File: src/rtl/hb_pkg.sv
// Shared half-band constants for the 2x interpolator and decimator.
package hb_pkg;
  localparam int NUM_TAPS   = 14;
  localparam int NUM_PAIRS  = NUM_TAPS / 2;
  localparam int SAMPLE_W   = 16;
  localparam int CENTER_Q15 = 16384;

  // Q15 outer-tap coefficients, symmetric about the center tap.
  localparam logic signed [15:0] W [0:NUM_PAIRS-1] = '{
    16'sd1, -16'sd10, 16'sd64, -16'sd275, 16'sd897, -16'sd2577, 16'sd10091
  };
endpackage

File: src/rtl/hb_sat16.sv
// Arithmetic right shift (floor) followed by clamp to signed 16-bit.
module hb_sat16 #(
  parameter int SHIFT = 14
) (
  input  logic signed [35:0] acc_i,
  output logic signed [15:0] y_o
);
  logic signed [35:0] sh;

  // Shift then clamp to [-32768, 32767].
  always_comb begin
    sh = acc_i >>> SHIFT;
    if (sh > 36'sd32767)       y_o = 16'sh7fff;
    else if (sh < -36'sd32768) y_o = 16'sh8000;
    else                       y_o = sh[15:0];
  end
endmodule

File: src/rtl/hb_interp2.sv
// 2x half-band interpolator: one input per 6 clocks, two outputs per input.
// Phase A is the polyphase FIR over the outer taps, phase B is the center
// tap passed straight through (0.5 coefficient times gain 2 is exact).
module hb_interp2
  import hb_pkg::*;
#(
  parameter int COEF_SHIFT = 14
) (
  input  logic        clk,
  input  logic        reset_n,
  input  logic [15:0] x_in,
  input  logic        x_in_valid,
  output logic        x_in_ready,
  output logic [15:0] y_out,
  output logic        y_out_valid
);
  typedef enum logic [2:0] {
    IDLE  = 3'd0,
    PAIR  = 3'd1,
    MULT  = 3'd2,
    SUM   = 3'd3,
    OUT_A = 3'd4,
    OUT_B = 3'd5
  } state_t;

  state_t state_q, state_d;

  logic signed [SAMPLE_W-1:0] t_q [NUM_TAPS];
  logic signed [SAMPLE_W:0]   p_q [NUM_PAIRS];
  logic signed [32:0]         m_q [NUM_PAIRS];
  logic signed [35:0]         acc_q, acc_d;
  logic signed [15:0]         sat_y;
  logic                       accept;

  assign x_in_ready = (state_q == IDLE);
  assign accept     = x_in_valid && x_in_ready;

  // Next-state: IDLE waits for a sample, every other state lasts one cycle.
  always_comb begin
    state_d = state_q;
    case (state_q)
      IDLE:    if (accept) state_d = PAIR;
      PAIR:    state_d = MULT;
      MULT:    state_d = SUM;
      SUM:     state_d = OUT_A;
      OUT_A:   state_d = OUT_B;
      OUT_B:   state_d = IDLE;
      default: state_d = IDLE;
    endcase
  end

  // Adder tree over the registered products.
  always_comb begin
    acc_d = '0;
    for (int j = 0; j < NUM_PAIRS; j++) acc_d = acc_d + 36'(m_q[j]);
  end

  // State register.
  always_ff @(posedge clk or negedge reset_n) begin
    if (!reset_n) state_q <= IDLE;
    else          state_q <= state_d;
  end

  // Delay line shifts only on acceptance, so it stays frozen during a pass.
  always_ff @(posedge clk or negedge reset_n) begin
    if (!reset_n) begin
      for (int k = 0; k < NUM_TAPS; k++) t_q[k] <= '0;
    end else if (accept) begin
      t_q[0] <= x_in;
      for (int k = 1; k < NUM_TAPS; k++) t_q[k] <= t_q[k-1];
    end
  end

  // Datapath pipeline: symmetric pair sums, products, accumulate.
  always_ff @(posedge clk or negedge reset_n) begin
    if (!reset_n) begin
      for (int j = 0; j < NUM_PAIRS; j++) begin
        p_q[j] <= '0;
        m_q[j] <= '0;
      end
      acc_q <= '0;
    end else begin
      if (state_q == PAIR)
        for (int j = 0; j < NUM_PAIRS; j++)
          p_q[j] <= (SAMPLE_W+1)'(t_q[j]) + (SAMPLE_W+1)'(t_q[NUM_TAPS-1-j]);
      if (state_q == MULT)
        for (int j = 0; j < NUM_PAIRS; j++)
          m_q[j] <= 33'(p_q[j]) * 33'(W[j]);
      if (state_q == SUM)
        acc_q <= acc_d;
    end
  end

  hb_sat16 #(.SHIFT(COEF_SHIFT)) u_sat (
    .acc_i (acc_q),
    .y_o   (sat_y)
  );

  // Output register: phase A then phase B, holding value between strobes.
  always_ff @(posedge clk or negedge reset_n) begin
    if (!reset_n) begin
      y_out       <= '0;
      y_out_valid <= 1'b0;
    end else begin
      y_out_valid <= (state_q == OUT_A) || (state_q == OUT_B);
      if (state_q == OUT_A)      y_out <= sat_y;
      else if (state_q == OUT_B) y_out <= t_q[NUM_PAIRS-1];
    end
  end
endmodule

File: config.mk
export PLATFORM = sky130hd
export DESIGN_NAME = hb_interp2
export DESIGN_NICKNAME = d
export VERILOG_FILES = /design/src/rtl/hb_pkg.sv /design/src/rtl/hb_sat16.sv /design/src/rtl/hb_interp2.sv
export SDC_FILE = /design/constraint.sdc
export NUM_CORES = 2
export LEC_CHECK = 0
export BUFFER_PORTS_ARGS = -buffer_cell sky130_fd_sc_hd__buf_2
export CORE_MARGIN = 3
export CORE_UTILIZATION = 55
export DETAILED_ROUTE_END_ITERATION = 7
export PLACE_DENSITY = 0.71
export SLEW_MARGIN = 20
export SYNTH_ARGS = -nofsm -noshare
export SYNTH_HDL_FRONTEND = slang
export SYNTH_SLANG_ARGS = --single-unit
File: constraint.sdc
create_clock -name clk -period 7.5 [get_ports clk]
set_input_delay 0 -clock clk [delete_from_list [all_inputs] [get_ports clk]]
set_output_delay 0 -clock clk [all_outputs]
set_load 0.05 [all_outputs]
==> qor.csv <==
stage;metric;value;unit
timing;tightest_slew;1.10;ns
cts;tritoncts;yes;
logic_synthesis;synthTopCellsByArea;dfrtp_1, fa_1, ha_1, inv_1, mux2_2;
logic_synthesis;synth_commonest_cells;inv_1, ha_1, dfrtp_1;
critical_path;required;8.07;ns
critical_path;path_class;flip-flop to flip-flop;
critical_path;critPathMaxStageDelay;0.54;ns
finish;multi_input_area;0.0310;mm2
outcome;run_status;completed;
critical_path;startpoint;p_q[21]$_DFFE_PN0P_;
cts;clkLatencyLatePin;0.66;ns
cts;hold_buffers;18;
timing;finalWorstPathRequiredPeriod;5.97;ns
routing;viasPerCell;5.47;
grt;antenna_found_initial;5;
critical_path;reg2reg_to;m_q[62]$_DFFE_PN0P_;
flow_run;drv_cap;0;
floorplan;start_util;55.8;%
floorplan;core;0.0872;mm2
cts;clock_sinks;554;
finish;drive_gt1_share;8.23;%
timing;post-route-period-util;79.6;%
floorplan;ios;37;
timing;finalHoldViolCount;0;
critical_path;reg2reg_slack;1.53;ns
logic_synthesis;synth_fp_nets;5943;
finish;regArea;0.0139;mm2
critical_path;critPathTopFamily;adder cells;
critical_path;endpoint_kind;flip-flop;
logic_synthesis;synth.most_common_cell;inv_1;
critical_path;crit_top_cell;fa_1;
grt;grt_pass1_vias;34600;
grt;grt_overflow;0;
floorplan;die-area;0.0920;mm2
critical_path;timing.critical_path.buf_inv;4;
cts;cts.clk_slew.worst_paths;0.06;ns
critical_path;startpoint_type;flip-flop;
logic_synthesis;synthCells;4808;
critical_path;crit_path_max_fanout;6;
place;postPlaceCellArea;0.0500;mm2
cts;numCtsBuffers;61;
logic_synthesis;synth-seq-cells;554;
floorplan;die_x;303;um
cts;post_cts_buffers;0;
critical_path;reg2reg_from;p_q[21]$_DFFE_PN0P_;
timing;fin_ws;1.53;ns
logic_synthesis;synth_warnings;0;
floorplan;die_y;303;um
routing;drt_iter0_markers;1963;
finish;area_delta_synth_final;7.63;%
routing;via_count;33100;
timing;maxSlewHeadroom;26.7;%
routing;drt_wl_total;117;mm
logic_synthesis;synth_cell_types;75;
timing;rsz0062_at_grt;no;
timing;setup_viol;0;
routing;wire_per_inst;19.4;um
logic_synthesis;post-synth-top-area-fraction;28.5;%
place;portBuffers;36;
logic_synthesis;ys.flop_type;dfrtp_1;
cts;clockBufferDepth;3;
place;dp_slack;1.63;ns
grt;grt_pass1_wl;190;mm
place;gp_congestion;0.935;
finish;nNetsFinal;5970;
timing;fin_tns_setup;0;ns
cts;cts-htree-levels;2;
logic_synthesis;synth_edf_count;0;
routing;first_pass_iters;6;
grt;track_usage;26.5;%
floorplan;num_rows;108;
grt;grt_max_degree;176;
min_path;hold_path_end;t_q[215]$_DFFE_PN0P_;
logic_synthesis;synth-seq-area-share;28.5;%
min_path;hold_path_depth;3;
cts;cts-resized-gates;0;
cts;root_buffer;clkbuf_16;
min_path;hold_path_class;primary input to flip-flop;
min_path;hold_start;x_in[7];
routing;ant_nets;0;
logic_synthesis;yosys.area.top_type;dfrtp_1;
critical_path;cp_slowest_cell;fa_1;
finish;fin_area;0.0523;mm2
logic_synthesis;synthArstFlopShare;100;%
routing;drc;0;
timing;fin_skew;0.0235;ns
critical_path;cp_data_arrival_time;6.54;ns
place;dp_hpwl;93.7;mm
timing;max_freq;168;MHz
finish;nFillCells;7247;
critical_path;crit_path_cell_trace;inv_1, fa_1, inv_1, fa_1, fa_1, inv_1, fa_1, inv_1, fa_1, ha_1, ha_1, o21ai_0, nor2_1, o31a_1, nand4_1, a32o_1, o21ai_1, nor2_1, or4b_1, nand3_1;
logic_synthesis;syn_area;0.0486;mm2
timing;slew_viol_final;0;
critical_path;r2r_cells;20;
logic_synthesis;synth_area_per_cell;10.1;um2
-- worst register-to-register path, cell delays in order, from the launching register on --
cell and delay, ns:
dfrtp_1 0.45, inv_1 0.20, fa_1 0.46, inv_1 0.08, fa_1 0.46, fa_1 0.54
inv_1 0.06, fa_1 0.53, inv_1 0.05, fa_1 0.45, ha_1 0.29, ha_1 0.36
o21ai_0 0.11, nor2_1 0.21, o31a_1 0.26, nand4_1 0.15, a32o_1 0.34, o21ai_1 0.25
nor2_1 0.10, or4b_1 0.47, nand3_1 0.09
-- flip-flops by register name (all words and copies together), names as in the netlist --
signal and cells:
t_q 224, m_q 172, p_q 119, acc_q 19
y_out 16, state_q 3, y_out_valid 1
-- per-stage QoR --
stage	hold WS (ns)	util [%]	std cells
after global placement	0.136	57.4	5909
after CTS	0.0644	60.0	6040
after global routing	0.0977	60.0	6040
after detailed placement	0.137	57.4	5909
after floorplan	-0.296	-	4808
final	0.107	60.0	6041
-- cells by family after synthesis --
logic type	after synthesis	synth area share (%)
AOI/OAI and AO/OA	798	10.1
adders and majority gates	1116	36.6
xor gates and xnor gates	200	3.60
buffers and inverters	1003	7.74
DFF	554	28.5
muxes	220	5.08
and+or+nand+nor	917	8.31
-- layer usage --
| metal | wire length [um] | GRT usage (%) | share of wire, % |
|---|---|---|---|
| met1 | 52200 | 36.2 | 45 |
| met2 | 55500 | 44.3 | 47 |
| met3 | 5200 | 3.26 | 4.4 |
| met4 | 4210 | 8.44 | 3.6 |
| met5 | 13 | 0 | 0.011 |
-- final cells by class --
class,count,share of cell area (%)
Multi-Input combinational cell,3251,59.3
Antenna cell,1,0.00478
Tap cell,1155,2.76
Sequential cell,554,26.5
Inverter,894,6.41
Timing Repair Buffer,73,1.05
Clock buffer,86,3.33
Clock inverter,27,0.681
-- how the worst max path moves through the flow --
stage                                endpoint  slack [ns]  cells past startpoint
final                     m_q[62]$_DFFE_PN0P_        1.53                     20
after global routing      m_q[62]$_DFFE_PN0P_        1.21                     20
after CTS                 m_q[62]$_DFFE_PN0P_        1.56                     20
after detailed placement  m_q[62]$_DFFE_PN0P_        1.63                     20
after global placement    m_q[62]$_DFFE_PN0P_        1.71                     18
after floorplan           m_q[62]$_DFFE_PN0P_        1.71                     19
-- layout by cell type (no fill, tap or decap), drive strengths merged, types with 21 or more instances in the layout --
cell    synthesis  layout
inv           894     894
ha            603     603
dfrtp         554     554
nand2         516     516
fa            513     513
o21ai         330     330
mux2          214     214
a21oi         157     157
nor2          130     130
xnor2         108     108
xor2           92      92
clkbuf        102      86
nor3           70      70
a21o           69      69
buf             7      55
nand3          46      46
o31ai          44      44
o21a           36      36
and3           35      35
a31oi          26      26
a211oi         25      25
nand2b         21      21
Power is left out: the tool's default activity adds up to more than one toggle a clock period on the data nets, which glitch-free logic cannot reach.
